**src/rtl/box_filter.sv**
```systemverilog
// Adaptive-threshold map generator: 3x3 edge-replicated box mean of the source
// image minus a constant offset, one pixel every 11 cycles in raster order.
module box_filter #(
    parameter int unsigned WIDTH_BITS  = 8,
    parameter int unsigned HEIGHT_BITS = 8,
    parameter int unsigned OFFSET      = 7
) (
    input  logic                   clock,
    input  logic                   reset,
    output logic [WIDTH_BITS-1:0]  oImageCol,
    output logic [HEIGHT_BITS-1:0] oImageRow,
    input  logic [7:0]             iImageData,
    output logic [WIDTH_BITS-1:0]  oThresholdCol,
    output logic [HEIGHT_BITS-1:0] oThresholdRow,
    output logic [7:0]             oThresholdData,
    output logic                   oThresholdWren,
    output logic                   finished
);

    localparam logic [1:0] StRead  = 2'd0;
    localparam logic [1:0] StLast  = 2'd1;
    localparam logic [1:0] StWrite = 2'd2;
    localparam logic [1:0] StDone  = 2'd3;

    localparam logic [WIDTH_BITS-1:0]  ColMax = '1;
    localparam logic [HEIGHT_BITS-1:0] RowMax = '1;
    localparam logic [7:0]             Offset = OFFSET[7:0];

    logic [1:0]             state_q, state_d;
    logic [3:0]             k_q, k_d;
    logic [WIDTH_BITS-1:0]  col_q, col_d;
    logic [HEIGHT_BITS-1:0] row_q, row_d;
    logic [11:0]            acc_q, acc_d;

    logic [1:0]             dx, dy;
    logic [3:0]             row_base;
    logic [WIDTH_BITS-1:0]  tap_col;
    logic [HEIGHT_BITS-1:0] tap_row;
    logic [7:0]             mean, thr;

    // Tap k maps to dy = k/3, dx = k%3 (0 means -1, 2 means +1).
    always_comb begin
        row_base = (k_q >= 4'd6) ? 4'd6 : (k_q >= 4'd3) ? 4'd3 : 4'd0;
        dy       = (k_q >= 4'd6) ? 2'd2 : (k_q >= 4'd3) ? 2'd1 : 2'd0;
        dx       = 2'(k_q - row_base);
    end

    always_comb begin
        unique case (dx)
            2'd0:    tap_col = (col_q == '0) ? col_q : col_q - WIDTH_BITS'(1);
            2'd2:    tap_col = (col_q == ColMax) ? col_q : col_q + WIDTH_BITS'(1);
            default: tap_col = col_q;
        endcase
        unique case (dy)
            2'd0:    tap_row = (row_q == '0) ? row_q : row_q - HEIGHT_BITS'(1);
            2'd2:    tap_row = (row_q == RowMax) ? row_q : row_q + HEIGHT_BITS'(1);
            default: tap_row = row_q;
        endcase
    end

    // 7282/65536 gives floor(sum/9) exactly for every sum up to 2295.
    always_comb begin
        mean = 8'((32'(acc_q) * 32'd7282) >> 16);
        thr  = (mean > Offset) ? mean - Offset : 8'd0;
    end

    always_comb begin
        state_d = state_q;
        k_d     = k_q;
        col_d   = col_q;
        row_d   = row_q;
        acc_d   = acc_q;
        unique case (state_q)
            StRead: begin
                if (k_q != 4'd0) acc_d = acc_q + 12'(iImageData);
                if (k_q == 4'd8) begin
                    k_d     = 4'd0;
                    state_d = StLast;
                end else begin
                    k_d = k_q + 4'd1;
                end
            end
            StLast: begin
                acc_d   = acc_q + 12'(iImageData);
                state_d = StWrite;
            end
            StWrite: begin
                acc_d = '0;
                if (col_q == ColMax && row_q == RowMax) begin
                    state_d = StDone;
                end else begin
                    state_d = StRead;
                    if (col_q == ColMax) begin
                        col_d = '0;
                        row_d = row_q + HEIGHT_BITS'(1);
                    end else begin
                        col_d = col_q + WIDTH_BITS'(1);
                    end
                end
            end
            StDone: ;
        endcase
    end

    always_ff @(posedge clock) begin
        if (reset) begin
            state_q <= StRead;
            k_q     <= '0;
            col_q   <= '0;
            row_q   <= '0;
            acc_q   <= '0;
        end else begin
            state_q <= state_d;
            k_q     <= k_d;
            col_q   <= col_d;
            row_q   <= row_d;
            acc_q   <= acc_d;
        end
    end

    // Outputs are gated by reset so a mid-run reset shows zeros immediately.
    always_comb begin
        oImageCol      = '0;
        oImageRow      = '0;
        oThresholdCol  = '0;
        oThresholdRow  = '0;
        oThresholdData = '0;
        oThresholdWren = 1'b0;
        finished       = 1'b0;
        if (!reset) begin
            if (state_q == StRead) begin
                oImageCol = tap_col;
                oImageRow = tap_row;
            end
            if (state_q == StWrite) begin
                oThresholdCol  = col_q;
                oThresholdRow  = row_q;
                oThresholdData = thr;
                oThresholdWren = 1'b1;
            end
            finished = (state_q == StDone);
        end
    end

endmodule

```
**config.mk**
```make
export PLATFORM = sky130hd
export DESIGN_NAME = box_filter
export DESIGN_NICKNAME = d
export VERILOG_FILES = /design/src/rtl/box_filter.sv
export SDC_FILE = /design/constraint.sdc
export NUM_CORES = 1
export LEC_CHECK = 0
export CAP_MARGIN = 30
export CORE_MARGIN = 5
export CORE_UTILIZATION = 45
export DETAILED_ROUTE_END_ITERATION = 8
export PLACE_DENSITY = 0.65
export SETUP_SLACK_MARGIN = 0.15
export SYNTH_ARGS = -nofsm -noshare
export SYNTH_HDL_FRONTEND = slang
export SYNTH_SLANG_ARGS = --single-unit
```
**constraint.sdc**
```tcl
create_clock -name clock -period 9.2 [get_ports clock]
set_clock_uncertainty 0.05 [all_clocks]
set_input_delay 0.92 -clock clock [delete_from_list [all_inputs] [get_ports clock]]
set_output_delay 0.92 -clock clock [all_outputs]
set_load 0.03 [all_outputs]
```
**Yosys cells after proc, flatten, opt, wreduce, memory -nomap -nowiden**

Index checks and enable logic that the tools add are counted.

- Add/sub/neg operators: 8
- Multipliers: 1
- Magnitude comparators: 3
- Equality and inequality tests: 10
- Multiplexer cells: 31
- Bitwise logic cells: 1
- Reduce and logical (&&, ||, !) cells: 12

Operators by type and width:

| cell | number |
|---|---|
| $mux 8 | 16 |
| $pmux 12 s3 | 1 |
| $pmux 8 s2 | 2 |
| $mul 12x12->23 const B | 1 |
| $add 8x1->8 const B | 2 |
| $eq 8x8->1 const B | 2 |
| $logic_not 8->1 | 2 |
| $sub 8x1->8 const B | 2 |
| $add 12x8->12 | 1 |
| $mux 12 | 1 |
| $mux 2 | 5 |
| $eq 2x2->1 const B | 4 |
| $gt 8x3->1 const B | 1 |
| $sub 8x3->8 const B | 1 |
| $logic_not 2->1 | 3 |
| $pmux 2 s3 | 1 |
| $reduce_and 2->1 | 3 |
| $add 4x1->4 const B | 1 |
| $eq 4x4->1 const B | 1 |
| $ge 4x2->1 const B | 1 |
| $ge 4x3->1 const B | 1 |
| $mux 1 | 4 |
| $mux 4 | 1 |
| $ne 2x2->1 const B | 2 |
| other kinds (7) | 7 |

- Register bits: 34
- Bits of input ports: 10
- Word-level logic and storage cells: 71

**Depth between registers and ports, before layout**

- Depth in word-level cells: 8
- Gate-level depth with buffers: 20

**Least setup slack after synthesis**

OpenSTA, ideal clock, no wires.

- Path type: reg-to-output
- Start point: reg acc_q[9]
- End point: out oThresholdData[6]
- Arrival time: 5.412 ns
- Required time: 8.230 ns
- Slack: 2.818 ns
- Cell stages (with the launch flop): 21
- Path buffers: 0
- Cell sequence: dfxtp_1 > inv_1 > fa_1 > inv_1 > ha_1 > inv_1 > fa_1 > inv_1 > fa_1 > inv_1 > fa_1 > inv_1 > ha_1 > and4_1 > and2_0 > a22o_1 > nor3_1 > xnor2_1 > a21oi_1 > a31o_2 > a211oi_1

- Longest elaborated chain between the ends: 5
- Elaborated cells between the ends (all ways): 6
- Those cells by class: add/sub: 1; mul: 1; order compare: 1; mux: 3

Ends and longest elaborated chain:

| item | line | RTL |
|---|---|---|
| start, declared | 33 | `logic [11:0] acc_q, acc_d;` |
| start signal, assigned | 111 | `acc_q <= '0;` |
| start signal, assigned | 117 | `acc_q <= acc_d;` |
| $mul 12x12->23 (*) | 63 | `mean = 8'((32'(acc_q) * 32'd7282) >> 16);` |
| $sub 8x3->8 / $gt 8x3->1 (equally long branches) | 64 | `thr = (mean > Offset) ? mean - Offset : 8'd0;` |
| $mux 8 (*) | 64 |  |
| $mux 8 (*) | 135 | `if (state_q == StWrite) begin` |
| $mux 8 (*) | 130 | `if (!reset) begin` |
| end, declared | 15 | `output logic [7:0] oThresholdData,` |

Mark *: on every way between the ends. The rest lies on a longest branch, timed or not.

**Final worst setup path**

Same ends and word-level chain as after synthesis.

==> out/metrics.csv <==
metric;value;unit
wl;12.7;mm
cp-startpoint;acc_q[9]$_SDFFE_PP0P_;
crit_chain;inv_1, fa_1, inv_1, ha_1, inv_1, fa_1, inv_1, fa_1, inv_1, fa_1, inv_1, ha_1, a21oi_1, o21ai_0, a21oi_1, xnor2_1, ha_1, a21oi_1, nand4_1, a211oi_1, clkdlybuf4s50_1;
ys_seq_area_share;12.9;%
grt_max_degree;38;
max_freq;0.137;GHz
via_per_inst;5.65;
track_usage;18.2;%
htreeDepth;2;
crit_path_max_fanout;5;
async_reset_ff_share;0;%
hold_viol_final;0;
switching_share;54.3;%
drv_slew;0;
cp.arrival;6320;ps
synth_nets;799;
reg2reg_from;col_q[1]$_SDFFE_PP0P_;
wl_per_cell;15.1;µm
syn_area_per_cell;7.88;µm²
period_minus_slack;7290;ps
syn_area;0.00526;mm²
dr.first_iter.drc_count;287;
synth-edff-count;0;
worstSetupEndpoint;oThresholdData[6];
status;finished, final reports clean;
vias;4744;
path_buf_inv;7;
clock_sinks;34;
drc_errors;0;
ys.flop_type;dfxtp_1;
n_fill_cell;1104;
worstRegToRegCells;9;
rows;39;
drive_gt1_share;3.02;%
hp-class;reg -> reg;
end_kind;primary output;
p_seq_share;10.4;%
power;2.03;mW
grt_pass1_vias;4532;
port_buffers;51;
reg2reg_to;row_q[2]$_SDFFE_PP0P_;
slowest_stage;clkdlybuf4s50_1;
die_area;0.0139;mm²
period_share;79.3;%
ant_nets;0;
initial_utilization;46.0;%
seq_area;681;µm²
antenna_found_initial;0;
numCtsBuffers;5;
multi_input_area;0.00419;mm²
grt_pass1_wl;22.0;mm
synth_cell_types;64;
die-width;118;µm
path_clk_slew;60;ps
worst-path-stages;21;
cts_resized;0;
ctsHoldBuffers;0;
ioPinCount;52;
dp_hpwl;10.2;mm
clkPwrFrac;8.4;%
min_path_cells;2;
finalSetupViolCount;0;
cpPeakStageDelay;740;ps
clk_latency;280;ps
crit_path_frequent_cell;inv_1;
synthCells;667;
slew_headroom;38.7;%
grt-ovfl-total;0;
final_nets;827;
p_leak;2.81;nW
critical-path-top-delay-family;adder cells;
cts_tree;yes;
start_kind;flip-flop;
setup_tns;0;ps
clockRootBuffer;clkbuf_16;
dr.pass1.iters;5;
critPathRequiredTime;8230;ps
p_comb_share;81.2;%
gp_congestion;0.899;
core_area;0.0114;mm²
yosysWarnings;0;
diodes;0;
ctsLongestPathBuffers;2;
ff2ff_setup_slack;6580;ps
critPathKind;reg -> out;
grt_setup_unrepaired;false;
fin_util;52.4;%
cell_internal_pwr;928;µW
synth-seq-cells;34;
worstMarginPinSlew;913;ps
maxCapViolCount;0;
powerDensity;339;mW/mm²
dieHeight;118;µm
p_switching;1.10;mW
peakVddDrop;0.000214;V
syn_to_final_growth;13.8;%
post_cts_buffers;0;
cell usage in the layout, fill, tap and decap left out, types with 5 or more instances in the layout:
cell type,instances
o21ai_0,34
a21o_1,11
a31oi_1,7
clkbuf_16,5
inv_1,70
nor3_1,21
a21oi_1,46
nor2_1,57
clkdlybuf4s50_1,51
xor2_1,13
dfxtp_1,34
a22oi_1,9
nand3_1,13
nand2_1,54
xnor2_1,27
a211oi_1,6
nor4_1,6
nand2b_1,9
ha_1,92
and2_1,15
or3_1,7
and3_1,10
fa_1,30
power by group through the flow:
| stage | logic [mW] | registers (mW) | clock network, mW |
|---|---|---|---|
| after floorplan | 1.29 | 0.201 | 0 |
| after global placement | 1.61 | 0.214 | 0 |
| after detailed placement | 1.65 | 0.216 | 0 |
| after CTS | 1.67 | 0.212 | 0.176 |
| after global routing | 1.89 | 0.218 | 0.183 |
| final | 1.65 | 0.212 | 0.171 |
kinds of logic after synthesis:
| kind of cell | Yosys count | synth area share (%) |
|---|---|---|
| xor+xnor | 40 | 6.67 |
| compound gates | 155 | 19.1 |
| buf+inv | 101 | 7.33 |
| mux | 2 | 0.381 |
| simple gates | 213 | 20.2 |
| flops | 34 | 12.9 |
| fa+ha+maj | 122 | 33.3 |
cell usage after synthesis (all sizes together), types with 2 or more instances:
master / n / area [µm²]
nor2b: 3 / 18.8
a311o: 2 / 20.0
a21o: 11 / 82.6
nand2b: 9 / 56.3
mux2i: 2 / 20.0
nand4: 4 / 31.3
nand3b: 4 / 30.0
a32oi: 3 / 26.3
xnor2: 27 / 236
and2: 16 / 100
o21bai: 4 / 30.0
o211ai: 4 / 35.0
ha: 92 / 1150
a22oi: 9 / 67.6
a211oi: 7 / 57.6
nor2: 58 / 220
clkbuf: 25 / 93.8
or3: 7 / 43.8
a221oi: 2 / 17.5
and3: 10 / 62.6
a21oi: 48 / 248
inv: 70 / 263
nor4b: 3 / 47.5
xor2: 13 / 114
o221ai: 3 / 26.3
nor4: 6 / 37.5
o21ai: 35 / 175
fa: 30 / 601
o32ai: 3 / 26.3
buf: 6 / 28.8
nand2: 54 / 203
dfxtp: 34 / 681
a31o: 2 / 17.5
nand3: 13 / 65.1
nor3: 21 / 105
o21a: 3 / 22.5
a31oi: 7 / 43.8
stage by stage:
step,instance area [µm²],cells,hold WS [ps],setup WS (ps)
floorplan,5260,667,429,2820
global placement,5830,831,446,2420
detailed placement,5830,831,469,2220
CTS,5980,839,480,1890
global route,5980,839,514,1520
finish,5980,839,482,1910
how the worst min path moves through the flow:
stage	start	end	slack, ps
3_3_place_gp	state_q[1]$_SDFFE_PP0P_	state_q[1]$_SDFFE_PP0P_	450
3_5_place_dp	k_q[0]$_SDFFE_PP0P_	k_q[0]$_SDFFE_PP0P_	470
5_1_grt	k_q[0]$_SDFFE_PP0P_	k_q[0]$_SDFFE_PP0P_	510
6_report	k_q[0]$_SDFFE_PP0P_	k_q[0]$_SDFFE_PP0P_	480
2_1_floorplan	state_q[1]$_SDFFE_PP0P_	state_q[1]$_SDFFE_PP0P_	430
4_1_cts	k_q[0]$_SDFFE_PP0P_	k_q[0]$_SDFFE_PP0P_	480
flip-flops by register name, summed over array words and instances (netlist names):
name     cells
row_q        8
col_q        8
k_q          4
acc_q       12
state_q      2
routing by layer:
layer | GRT usage, % | part of all wire [%] | wire [µm]
met1 | 27.1 | 49 | 6260
met2 | 28.4 | 46 | 5780
met3 | 2.64 | 4.6 | 578
met4 | 2.29 | 0.60 | 76
met5 | 0 | 0 | 0
layout make-up:
class | count | share of cell area [%]
Clock buffer | 6 | 2.32
Clock inverter | 2 | 0.209
Inverter | 70 | 4.39
Multi-Input combinational cell | 532 | 70.0
Sequential cell | 34 | 11.4
Tap cell | 143 | 2.99
Timing Repair Buffer | 52 | 8.66
worst reg2reg max path: stages (launching register included):
cell and delay (ps):
dfxtp_1 450, ha_1 250, and3_1 250, and3_1 270
and3_1 370, nand2_1 170, nor2_2 360, nand2_1 120
xor2_1 150, nor2_1 50
(Power assumes the default switching activity.)
